## src/rtl/memory_arbiter_pkg.sv

```systemverilog
// memory_arbiter_pkg
//   Shared definitions for the two-master memory arbiter:
//   - FSM state encoding (IDLE/REQ/BUSY/DRAIN)
//   - default data width, selected by the RV64I define
//   - small request-qualification helpers
package memory_arbiter_pkg;

  typedef enum logic [1:0] {
    IDLE  = 2'd0,
    REQ   = 2'd1,
    BUSY  = 2'd2,
    DRAIN = 2'd3
  } arb_state_e;

`ifdef RV64I
  localparam int DEFAULT_DATA_SIZE = 64;
`else
  localparam int DEFAULT_DATA_SIZE = 32;
`endif

  // A master is requesting when either enable is high.
  function automatic logic req_of(input logic rd_en, input logic wr_en);
    return rd_en | wr_en;
  endfunction

  // rd_en wins over wr_en: a simultaneous rd/wr is treated as a read.
  function automatic logic wr_qualify(input logic rd_en, input logic wr_en);
    return wr_en & ~rd_en;
  endfunction

endpackage

```

## src/rtl/memory_arbiter_watchdog_counter.sv

```systemverilog
// watchdog_counter
//   Counts cycles while enabled and flags expiry on the cycle the count
//   reaches TIMEOUT-1, i.e. in the TIMEOUT-th enabled cycle after a clear.
// Ports:
//   clock   in  system clock
//   reset   in  synchronous active-high reset
//   clear   in  zero the count (takes priority over enable)
//   enable  in  count this cycle
//   expired out combinational, high in the last allowed enabled cycle
module watchdog_counter
  import memory_arbiter_pkg::*;
#(
  parameter int TIMEOUT = 16
) (
  input  logic clock,
  input  logic reset,
  input  logic clear,
  input  logic enable,
  output logic expired
);

  localparam int CW = $clog2(TIMEOUT + 1);
  localparam logic [CW-1:0] LAST_CNT = CW'(TIMEOUT - 1);
  localparam logic [CW-1:0] ONE_CNT  = CW'(1);

  logic [CW-1:0] wd_cnt_q;
  logic [CW-1:0] wd_cnt_d;

  // Next count: clear wins, otherwise increment while enabled.
  always_comb begin
    wd_cnt_d = wd_cnt_q;
    if (clear) begin
      wd_cnt_d = '0;
    end else if (enable) begin
      wd_cnt_d = wd_cnt_q + ONE_CNT;
    end else begin
      wd_cnt_d = wd_cnt_q;
    end
  end

  // Count register.
  always_ff @(posedge clock) begin
    if (reset) begin
      wd_cnt_q <= '0;
    end else begin
      wd_cnt_q <= wd_cnt_d;
    end
  end

  assign expired = enable & (wd_cnt_q == LAST_CNT);

endmodule

```

## src/rtl/memory_arbiter.sv

```systemverilog
// memory_arbiter
//   Shares one single-port slave between two masters using the busy
//   handshake (request -> slave busy rises -> transfer done when busy falls).
//   Round-robin on ties, grant locked for the whole transaction, and a
//   watchdog that errors out a request the slave never acknowledges.
// Ports:
//   clock, reset               clock and synchronous active-high reset
//   mN_rd_en/mN_wr_en          master N read/write request
//   mN_addr/wr_data/byte_en    master N transfer attributes
//   mN_busy                    slave busy, routed to the granted master only
//   mN_error                   one-cycle pulse on watchdog timeout
//   rd_data                    slave read data, broadcast to both masters
//   s_*                        slave-side request, attributes and response
module memory_arbiter
  import memory_arbiter_pkg::*;
#(
  parameter int DATA_SIZE = DEFAULT_DATA_SIZE,
  parameter int ADDR_SIZE = 32,
  parameter int BYTE_NUM  = DATA_SIZE / 8,
  parameter int TIMEOUT   = 16
) (
  input  logic                 clock,
  input  logic                 reset,
  input  logic                 m0_rd_en,
  input  logic                 m0_wr_en,
  input  logic [ADDR_SIZE-1:0] m0_addr,
  input  logic [DATA_SIZE-1:0] m0_wr_data,
  input  logic [BYTE_NUM-1:0]  m0_byte_en,
  output logic                 m0_busy,
  output logic                 m0_error,
  input  logic                 m1_rd_en,
  input  logic                 m1_wr_en,
  input  logic [ADDR_SIZE-1:0] m1_addr,
  input  logic [DATA_SIZE-1:0] m1_wr_data,
  input  logic [BYTE_NUM-1:0]  m1_byte_en,
  output logic                 m1_busy,
  output logic                 m1_error,
  output logic [DATA_SIZE-1:0] rd_data,
  output logic                 s_rd_en,
  output logic                 s_wr_en,
  output logic [ADDR_SIZE-1:0] s_addr,
  output logic [DATA_SIZE-1:0] s_wr_data,
  output logic [BYTE_NUM-1:0]  s_byte_en,
  input  logic [DATA_SIZE-1:0] s_rd_data,
  input  logic                 s_busy
);

  arb_state_e state_q, state_d;
  logic       gnt_q, gnt_d;
  logic       last_q, last_d;

  logic req0_s, req1_s, req_gnt_s;
  logic sel_rd_s, sel_wr_s;
  logic fwd_en_s;     // forward the granted master's enables to the slave
  logic fwd_busy_s;   // route s_busy back to the granted master
  logic err_s;        // timeout pulse for the granted master
  logic wd_clear_s, wd_enable_s, wd_expired_s;

  assign req0_s    = req_of(m0_rd_en, m0_wr_en);
  assign req1_s    = req_of(m1_rd_en, m1_wr_en);
  assign req_gnt_s = gnt_q ? req1_s : req0_s;
  assign sel_rd_s  = gnt_q ? m1_rd_en : m0_rd_en;
  assign sel_wr_s  = gnt_q ? m1_wr_en : m0_wr_en;

  // Watchdog only runs in REQ; it restarts from zero whenever REQ is left.
  assign wd_enable_s = (state_q == REQ);
  assign wd_clear_s  = (state_d != REQ);

  watchdog_counter #(
    .TIMEOUT (TIMEOUT)
  ) u_watchdog (
    .clock   (clock),
    .reset   (reset),
    .clear   (wd_clear_s),
    .enable  (wd_enable_s),
    .expired (wd_expired_s)
  );

  // Next-state, grant and forwarding control.
  always_comb begin
    state_d    = state_q;
    gnt_d      = gnt_q;
    last_d     = last_q;
    fwd_en_s   = 1'b0;
    fwd_busy_s = 1'b0;
    err_s      = 1'b0;
    case (state_q)
      IDLE: begin
        if (req0_s && req1_s) begin
          gnt_d   = ~last_q;
          state_d = REQ;
        end else if (req0_s) begin
          gnt_d   = 1'b0;
          state_d = REQ;
        end else if (req1_s) begin
          gnt_d   = 1'b1;
          state_d = REQ;
        end else begin
          state_d = IDLE;
        end
      end
      REQ: begin
        fwd_en_s   = 1'b1;
        fwd_busy_s = 1'b1;
        if (s_busy) begin
          state_d = BUSY;
        end else if (!req_gnt_s) begin
          last_d  = gnt_q;
          state_d = IDLE;
        end else if (wd_expired_s) begin
          // Enables are withdrawn in the error cycle itself.
          fwd_en_s = 1'b0;
          err_s    = 1'b1;
          last_d   = gnt_q;
          state_d  = IDLE;
        end else begin
          state_d = REQ;
        end
      end
      BUSY: begin
        fwd_en_s   = 1'b1;
        fwd_busy_s = 1'b1;
        if (!s_busy) begin
          last_d  = gnt_q;
          state_d = IDLE;
        end else if (!req_gnt_s) begin
          state_d = DRAIN;
        end else begin
          state_d = BUSY;
        end
      end
      DRAIN: begin
        if (!s_busy) begin
          last_d  = gnt_q;
          state_d = IDLE;
        end else begin
          state_d = DRAIN;
        end
      end
      default: begin
        state_d = IDLE;
      end
    endcase
  end

  // State, grant and round-robin history registers.
  always_ff @(posedge clock) begin
    if (reset) begin
      state_q <= IDLE;
      gnt_q   <= 1'b0;
      last_q  <= 1'b1;
    end else begin
      state_q <= state_d;
      gnt_q   <= gnt_d;
      last_q  <= last_d;
    end
  end

  assign s_rd_en   = fwd_en_s & sel_rd_s;
  assign s_wr_en   = fwd_en_s & wr_qualify(sel_rd_s, sel_wr_s);
  assign s_addr    = gnt_q ? m1_addr    : m0_addr;
  assign s_wr_data = gnt_q ? m1_wr_data : m0_wr_data;
  assign s_byte_en = gnt_q ? m1_byte_en : m0_byte_en;
  assign rd_data   = s_rd_data;

  assign m0_busy  = fwd_busy_s & ~gnt_q & s_busy;
  assign m1_busy  = fwd_busy_s &  gnt_q & s_busy;
  assign m0_error = err_s & ~gnt_q;
  assign m1_error = err_s &  gnt_q;

endmodule
```

## config.mk

```make
export PLATFORM = sky130hd
export DESIGN_NAME = memory_arbiter
export DESIGN_NICKNAME = d
export VERILOG_FILES = /design/src/rtl/memory_arbiter_pkg.sv /design/src/rtl/memory_arbiter_watchdog_counter.sv /design/src/rtl/memory_arbiter.sv
export SDC_FILE = /design/constraint.sdc
export NUM_CORES = 1
export LEC_CHECK = 0
export CORE_AREA = 3 3 109 111
export CTS_BUF_LIST = sky130_fd_sc_hd__clkbuf_8
export DETAILED_ROUTE_END_ITERATION = 6
export DIE_AREA = 0 0 112 114
export PLACE_DENSITY_LB_ADDON = 0.1
export SETUP_SLACK_MARGIN = 0.5
export SLEW_MARGIN = 20
export SYNTH_ARGS = -nofsm -noshare
export SYNTH_HDL_FRONTEND = slang
export SYNTH_SLANG_ARGS = --single-unit
export TNS_END_PERCENT = 1
```

## constraint.sdc

```tcl
create_clock -name clock -period 1.74 [get_ports clock]
set_input_delay 0.348 -clock clock [delete_from_list [all_inputs] [get_ports clock]]
set_output_delay 0.348 -clock clock [all_outputs]
set_load 0.05 [all_outputs]
```

; ---- Word level (Yosys, flattened, before mapping)
; Cells that the tools add are included.
[op_classes]
add_sub_neg = 1
multipliers = 0
n_div = 0
order_cmp = 0
eq_ne = 8
shifts = 0
mux = 33
bitwise_logic = 15
n_reduce_logical = 9
[op_table]
columns = op, count
row1 = $mux 32, 2
row2 = $mux 1, 24
row3 = $and 1x1->1, 10
row4 = $pmux 2 s4, 1
row5 = $mux 2, 3
row6 = $reduce_or 2->1, 3
row7 = $add 5x1->5 const B, 1
row8 = $eq 5x4->1 const B, 1
row9 = $eq 2x2->1 const B, 2
row10 = $mux 4, 1
row11 = $ne 2x2->1 const B, 2
row12 = $pmux 1 s2, 2
row13 = $reduce_and 4->1, 1
row14 = $ne 3x3->1 const B, 1
row15 = $not 1->1, 3
row16 = $reduce_bool 3->1, 1
row17 = $eq 2x1->1 const B, 1
row18 = $logic_not 2->1, 1
row19 = $ne 2x1->1 const B, 1
row20 = $or 1x1->1, 2
row21 = $reduce_and 2->1, 1
row22 = $reduce_bool 2->1, 1
row23 = $logic_and 1x1->1, 1
[totals]
regBits = 9
latchBits = 0
mem_bits_rw = 0
rom_bits = 0
input_bits = 175
out_inout_bits = 106
memories = 0

; ---- Longest topological paths before layout
; Gate-level depths: netlist of run 1.
[logic_depth]
ltp_word = 8
mapped_depth = 7

; ---- By module
; Synthesis of run 1 repeated with hierarchy kept, for this count alone.
[unflattened]
hier_cells = 184
area_unflattened_um2 = 1734.2
[modules_own_cells]
columns = module, instances, cells_each, area_each_um2
row1 = memory_arbiter, 1, 160, 1453.9
row2 = watchdog_counter, 1, 24, 280.3

; ---- Worst setup path after synthesis of run 1
; No wires, ideal clock.
[synth_path]
path_type = flip-flop to output port
from = reg u_watchdog.wd_cnt_q[0]
to = out m1_error
arrival_ns = 2.135
t_required_ns = 1.392
path_slack_ns = -0.743
path_stages_with_launch = 6
path_buffers = 0
cell_sequence = dfxtp_1 -> ha_1 -> and3_1 -> ha_1 -> nand3b_1 -> nor3b_1
[synth_between]
elab_chain_cells = 7
[synth_lines]
columns = element, line
row1 = "start, declared", memory_arbiter_watchdog_counter.sv:26  ; logic [CW-1:0] wd_cnt_q;
row2 = "start signal, assigned", memory_arbiter_watchdog_counter.sv:46  ; wd_cnt_q <= wd_cnt_d;
row3 = $eq 5x4->1, memory_arbiter_watchdog_counter.sv:50  ; assign expired = enable & (wd_cnt_q == LAST_CNT);
row4 = $and 1x1->1, memory_arbiter_watchdog_counter.sv:50
row5 = $mux 1, memory_arbiter.sv:110  ; end else if (wd_expired_s) begin
row6 = $mux 1, memory_arbiter.sv:107  ; end else if (!req_gnt_s) begin
row7 = $mux 1, memory_arbiter.sv:105  ; if (s_busy) begin
row8 = $mux 1, memory_arbiter.sv:87  ; case (state_q)
row9 = $and 1x1->1, memory_arbiter.sv:169  ; assign m1_error = err_s & gnt_q;
row10 = "end, declared", memory_arbiter.sv:37  ; output logic m1_error,
; Every way passes these cells.

; ---- Worst setup path in the final report of run 1
[layout_path]
from = reg u_watchdog.wd_cnt_q[1]
to = out s_wr_en
[layout_between]
elab_chain_cells = 7
[layout_lines]
columns = element, line
row1 = $eq 5x4->1, memory_arbiter_watchdog_counter.sv:50
row2 = $and 1x1->1, memory_arbiter_watchdog_counter.sv:50
row3 = $mux 1, memory_arbiter.sv:110
row4 = $mux 1, memory_arbiter.sv:107
row5 = $mux 1, memory_arbiter.sv:105
row6 = $pmux 1 s2, memory_arbiter.sv:87
row7 = $and 1x1->1, memory_arbiter.sv:160  ; assign s_wr_en = fwd_en_s & wr_qualify(sel_rd_s, sel_wr_s);
row8 = "end, declared", memory_arbiter.sv:40  ; output logic s_wr_en,
; Every way passes these cells.

==> results of run 1 <==
worst reg2reg max path, cell delays in order, from the launching register on:
cell     delay [ns]
dfxtp_2        0.33
ha_4           0.15
and3_4         0.18
ha_4           0.15
buf_4          0.13
nor4b_4        0.31
nor2_1         0.09
a211o_1        0.29
logic make-up after synthesis:
group | Yosys count
adders and majority gates | 7
xor gates and xnor gates | 3
DFF | 9
buffers and inverters | 48
AOI/OAI and AO/OA | 17
and+or+nand+nor | 29
muxes | 70
stage by stage:
| stage | cell area, sq um | setup slack (ns) | instances | setup TNS (ns) | hold WS (ns) |
|---|---|---|---|---|---|
| finish | 4340 | -0.385 | 524 | -5.37 | 0.521 |
| global route | 4340 | -0.481 | 524 | -9.83 | 0.591 |
| CTS | 4290 | -0.419 | 524 | -7.04 | 0.549 |
| detailed placement | 3940 | -0.301 | 520 | -2.12 | 0.534 |
| global placement | 3940 | -0.290 | 520 | -1.96 | 0.514 |
| floorplan | 1810 | -0.209 | 183 | -0.760 | 0.417 |
cell usage after synthesis, drive strengths merged:
| cell type | number | area share |
|---|---|---|
| xnor2 | 2 | 0.010 |
| o311ai | 2 | 0.010 |
| xor2 | 1 | 0.0051 |
| dfxtp | 9 | 0.11 |
| inv | 6 | 0.013 |
| and3 | 2 | 0.0073 |
| o221ai | 1 | 0.0088 |
| a32oi | 1 | 0.0051 |
| nand3b | 2 | 0.0088 |
| or2 | 1 | 0.0037 |
| nor4b | 1 | 0.014 |
| mux2 | 68 | 0.45 |
| a21oi | 4 | 0.012 |
| nand4 | 1 | 0.0037 |
| nor3b | 3 | 0.023 |
| mux2i | 2 | 0.012 |
| o21ai | 4 | 0.012 |
| nor2 | 8 | 0.018 |
| nor3 | 2 | 0.012 |
| o211ai | 2 | 0.0088 |
| nand2 | 8 | 0.018 |
| a211o | 1 | 0.0051 |
| o21a | 2 | 0.0088 |
| ha | 7 | 0.051 |
| nor4 | 1 | 0.0037 |
| buf | 42 | 0.17 |
timing repair:
item                                    4_1_cts  5_1_grt
endpoints found under the setup margin       82       82
resized for setup                            82       13
hold endpoints to repair                      0        0
pin swaps                                     7        3
cloned                                        0        0
layout make-up:
type / instances / area, sq um / area share
timing repair buffer: 239 / 2480 / 0.570
multi-input combinational: 126 / 1430 / 0.330
sequential: 9 / 188 / 0.0432
tap: 140 / 175 / 0.0403
clock buffer: 3 / 41.3 / 0.00951
inverter: 6 / 22.5 / 0.00519
clock inverter: 1 / 5.00 / 0.00115
metal layers:
metal,routed length (um),global-route usage,vias up
met4,146,0.0361,0
met3,744,0.0334,24
met1,2900,0.129,948
met2,5520,0.277,119
li1,-,-,1026
met5,0,0,-
power by group:
group          switching, mW  leakage (nW)  total (mW)  internal, mW
clock                 0.0944        0.0255       0.251         0.157
combinational          0.924          1.64        1.79         0.868
sequential            0.0205        0.0753       0.243         0.223
sequential cells by signal, indices dropped and copies added, names as in the netlist:
register             flops
last_q                   1
gnt_q                    1
u_watchdog.wd_cnt_q      5
state_q                  2
how the worst max path moves through the flow:
stage	startpoint	to	slack [ns]	depth (start not counted)
floorplan	u_watchdog.wd_cnt_q[1]	s_rd_en	-0.21	6
global placement	s_busy	s_wr_en	-0.29	5
detailed placement	s_busy	s_wr_en	-0.30	5
CTS	u_watchdog.wd_cnt_q[1]	s_wr_en	-0.42	7
global route	u_watchdog.wd_cnt_q[1]	s_wr_en	-0.48	7
finish	u_watchdog.wd_cnt_q[1]	s_wr_en	-0.38	7
cell usage in the layout (no fill, tap or decap), types with 2 or more instances in the layout:
cell type,synthesis,layout
mux2_2,68,46
nor2_1,8,7
nor3b_4,1,2
xnor2_1,2,2
and3_4,0,2
o21a_1,2,2
o211ai_1,2,2
clkdlybuf4s50_1,0,140
clkbuf_8,0,3
o311ai_4,0,2
buf_12,0,8
ha_1,7,4
dfxtp_1,9,5
a21oi_4,0,2
ha_4,0,3
buf_4,32,28
inv_2,0,2
dfxtp_2,0,3
nand2_1,8,8
o21ai_0,4,4
inv_1,6,4
buf_6,1,61
mux2_4,0,22
dlygate4sd2_1,0,2
nand3b_1,2,2
a21oi_1,4,2
mux2i_1,2,2
nor3_4,1,2
==> results.tsv, run 1 <==
metric	value	unit
status	finished, violations left	
failing checks	setup timing	
drt first pass iters	4	
Synth Instances	183	
simple-gate share of the synthesized area	0.111	
post-synthesis mux area share	0.460	
Lkg Pwr	1.74	nW
core area	10900	sq um
clock sink count	9	
hold path depth	2	
layout filler cell count	1098	
antenna violations before repair	0	
largest net degree at the start of global routing	35	
R2R Setup Slk	0.01	ns
Yosys reg bits	9	
worst stage delay on the critical path	0.35	ns
antenna cell count	0	
CTS Buf Count	3	
family with the most delay on the worst path	compound AO/OA/AOI/OAI gates	
Cell Pwr Density	527	nW/um^2
XOR/XNOR Fraction of Synth Area	0.0154	
reg2reg start	u_watchdog.wd_cnt_q[1]	
worst r2r dst	last_q	
crit path kind	flop to primary output	
H-Tree Depth	1	
compound-cell area share of the yosys netlist	0.0703	
CP most frequent cell	ha_4	
Synthesis Warnings	0	
CP Max Fanout	2	
# Post-CTS Setup Buffers	0	
critical path's slowest cell	dfxtp_2	
max_cap viols	0	
CP bufs+invs	1	
crit path DAT	1.78	ns
cts hold-fix bufs	0	
GRT Util Overall	0.134	
final worst slack	-0.385	ns
CTS Root Cell	clkbuf_8	
vias in the first global route	2288	
mean post-synth cell area	9.34	sq um
critical-path cell list	ha_4, and3_4, ha_4, nand3b_1, o311ai_4, a21oi_4, buf_12	
Synth Area in Adders	0.0512	
CTS tree	built	
DR WL/cell	17.8	um
Setup Skew	0.00310	ns
final count of pins violating max slew	0	
final setup violation count	71	
Total Die Area	12800	sq um
share of cells above drive strength 1	0.503	
maximum vdd drop	202	uV
Final GP Congestion	0.737	
post-route ant nets	0	
I/O pin cnt	281	
drt drc	0	
Min-Delay Path Class	flop to flop	
Min-Delay Endpoint	u_watchdog.wd_cnt_q[4]	
clock slew at reported path FFs	0.05	ns
HPWL Detailed	8.19	mm
min-delay src	u_watchdog.wd_cnt_q[4]	
Worst Max-Slew Pin Slew	0.341	ns
gr ovfl total	0	
Netlist Area Pre-Place	1710	sq um
layout net count	567	
starting density of the core	0.157	
total power	2.29	mW
Syn Nets	365	
Final Critical Period	2.12	ns
worst path required time	1.39	ns
startpoint type of the worst setup path	flop	
sequential-to-total area share from yosys stat	0.105	
CTS max path bufs	2	
hold violation total from the final report	0	
Core Util, Final	0.399	
Post-Route WL	9.31	mm
Skew-Pair Late Insertion Delay	0.23	ns
tightest slew margin relative to the limit	0.772	
synthesis-to-finish area growth	154	%
RSZ-0062 raised after global routing	true	
detailed-route via count	2117	
first-pass GRT wire length	13.2	mm
fin crit share	1.22	
largest family of logic cells by synthesized area	multiplexers	
worst r2r path cells	7	
Setup crit end kind	primary output	
# rows	38	
# port buffers	216	
via-per-instance ratio	4.04	
Iteration-0 DRC Markers	36	
Die W	112	um
Max Fclk	471	MHz
Die H	114	um
Netlist cell types	32	
(Power assumes the default switching activity.)
==> inputs of run 2 (changes only) <==
Settings changed: CORE_AREA 3 3 109 111 to 5 5 105 107, DIE_AREA 0 0 112 114 to 0 0 110 112.
==> run 2 against run 1 <==
The run still ends with setup timing left. Largest cell class unchanged. Sequential cell count stayed put. Count of clock-buffer cells in the layout stayed put. Sequential power hardly changed. First-iteration DRC count is 17% lower. Critical path depth stayed put.
==> results.tsv, run 2 (synthesis results as in run 1) <==
metric	value	unit	change
Min-Delay Path Class	flop to flop		unchanged
final worst slack	-0.387	ns	was -0.385 ns
status	finished, violations left		unchanged
largest net degree at the start of global routing	38		was 35
max reg flops	5		unchanged
clock sink count	9		unchanged
Final Critical Period	2.13	ns	was 2.12 ns
max_cap viols	0		unchanged
cts hold-fix bufs	0		unchanged
drt first pass iters	3		was 4
fin crit share	1.22		about the same
most frequent cells in the layout	138 x clkdlybuf4s50_1, 61 x buf_6, 52 x mux2_2		was 140 x clkdlybuf4s50_1, 61 x buf_6, 46 x mux2_2
Cell Pwr Density	522	nW/um^2	was 527 nW/um^2
CTS Buf Count	3		unchanged
Core Util, Final	0.429		was 0.399
most common cell after layout, fill and taps aside	clkdlybuf4s50_1		unchanged
crit path kind	flop to primary output		unchanged
leading registers by flop count	u_watchdog.wd_cnt_q (5), state_q (2)		unchanged
antenna cell count	0		unchanged
Max Fclk	470	MHz	was 471 MHz
DR WL/cell	17.4	um	was 17.8 um
starting density of the core	0.170		was 0.157
CTS tree	built		unchanged
# port buffers	216		unchanged
Setup Skew	0.00309	ns	was 0.00310 ns
final count of pins violating max slew	0		unchanged
final setup violation count	50		was 71
crit path DAT	1.78	ns	about the same
I/O pin cnt	281		unchanged
Post-Route WL	9.07	mm	was 9.31 mm
vias in the first global route	2397		was 2288
CTS Root Cell	clkbuf_8		unchanged
post-route ant nets	0		unchanged
maximum vdd drop	208	uV	was 202 uV
core area	10000	sq um	was 10900 sq um
largest reg by FF count	u_watchdog.wd_cnt_q		unchanged
Final GP Congestion	0.784		was 0.737
total power	2.25	mW	was 2.29 mW
Iteration-0 DRC Markers	30		was 36
placed cell area	3940	sq um	about the same
# rows	37		was 38
gr ovfl total	0		unchanged
detailed-route via count	2152		was 2117
clock slew at reported path FFs	0.04	ns	was 0.05 ns
Placed Cells incl. Taps	517		was 520
antenna violations before repair	0		unchanged
CTS max path bufs	2		unchanged
worst path required time	1.39	ns	about the same
CP Max Fanout	2		unchanged
hold path depth	2		unchanged
via-per-instance ratio	4.13		was 4.04
tightest slew margin relative to the limit	0.760		was 0.772
drt drc	0		unchanged
HPWL Detailed	8.00	mm	was 8.19 mm
final instance area	4310	sq um	was 4340 sq um
worst r2r path cells	7		unchanged
share of cells above drive strength 1	0.501		was 0.503
Setup crit end kind	primary output		unchanged
synthesis-to-finish area growth	152	%	was 154%
Skew-Pair Late Insertion Delay	0.23	ns	about the same
first-pass GRT wire length	13.1	mm	was 13.2 mm
Worst Max-Slew Pin Slew	0.359	ns	was 0.341 ns
RSZ-0062 raised after global routing	true		unchanged
failing checks	setup timing		unchanged
hold violation total from the final report	0		unchanged
H-Tree Depth	1		unchanged
layout net count	568		was 567
Total Die Area	12300	sq um	was 12800 sq um
startpoint type of the worst setup path	flop		unchanged
Die W	110	um	was 112 um
final std cells w/o fill	521		was 524
Lkg Pwr	1.73	nW	was 1.74 nW
Die H	112	um	was 114 um
GRT Util Overall	0.136		was 0.134
[run 2: cell types whose count changed in the layout (fill, tap and decap cells not counted), moves of 2 or more]
cell and delta:
clkdlybuf4s50_1 -2, dlygate4sd2_1 +2, mux2_2 +6, mux2_4 -6
[run 2: cell type report]
type / instances / area, sq um
timing repair buffer: 240 / 2480
clock inverter: 1 / 3.75
multi-input combinational: 126 / 1400
clock buffer: 3 / 41.3
inverter: 6 / 22.5
fill: 992 / 5740
tap: 136 / 170
sequential: 9 / 190
[run 2: power by group]
group          switching [mW]  total [mW]  internal (mW)
Sequential             0.0194       0.243          0.223
Combinational           0.914        1.77          0.859
Clock                  0.0801       0.234          0.153
[run 2: through the flow]
stage	setup WS (ns)	hold WS (ns)	TNS (ns)
after floorplan	-0.209	0.417	-0.760
after global placement	-0.326	0.524	-2.04
after detailed placement	-0.361	0.544	-2.36
after CTS	-0.411	0.554	-4.34
after global routing	-0.472	0.579	-7.77
final	-0.387	0.542	-3.14
[run 2: critical path: stages, from the launching register on]
cell	delay [ns]
dfxtp_2	0.34
ha_4	0.13
and3_4	0.17
ha_4	0.12
nand3b_1	0.14
o311ai_4	0.36
a21oi_4	0.10
buf_12	0.16
[run 2: repair_timing]
item,4_1_cts,5_1_grt
pin swaps,12,3
endpoints found under the setup margin,83,82
setup buffers,0,0
resized for setup,73,18
[run 2: metal layers]
metal  track usage  up-vias  wire length (um)
met1         0.133      970              2870
met4        0.0308        0               144
met5             0        -                 0
li1              -     1024                 -
met3        0.0499       16              1060
met2         0.265      142              4990
[run 2: final timing paths]
check,start,to,slack (ns)
worst max register to register,u_watchdog.wd_cnt_q[0],u_watchdog.wd_cnt_q[1],0.06
worst min-delay path,u_watchdog.wd_cnt_q[4],u_watchdog.wd_cnt_q[4],0.54
worst min register to register,u_watchdog.wd_cnt_q[4],u_watchdog.wd_cnt_q[4],0.54
worst max-delay path,u_watchdog.wd_cnt_q[0],s_rd_en,-0.39
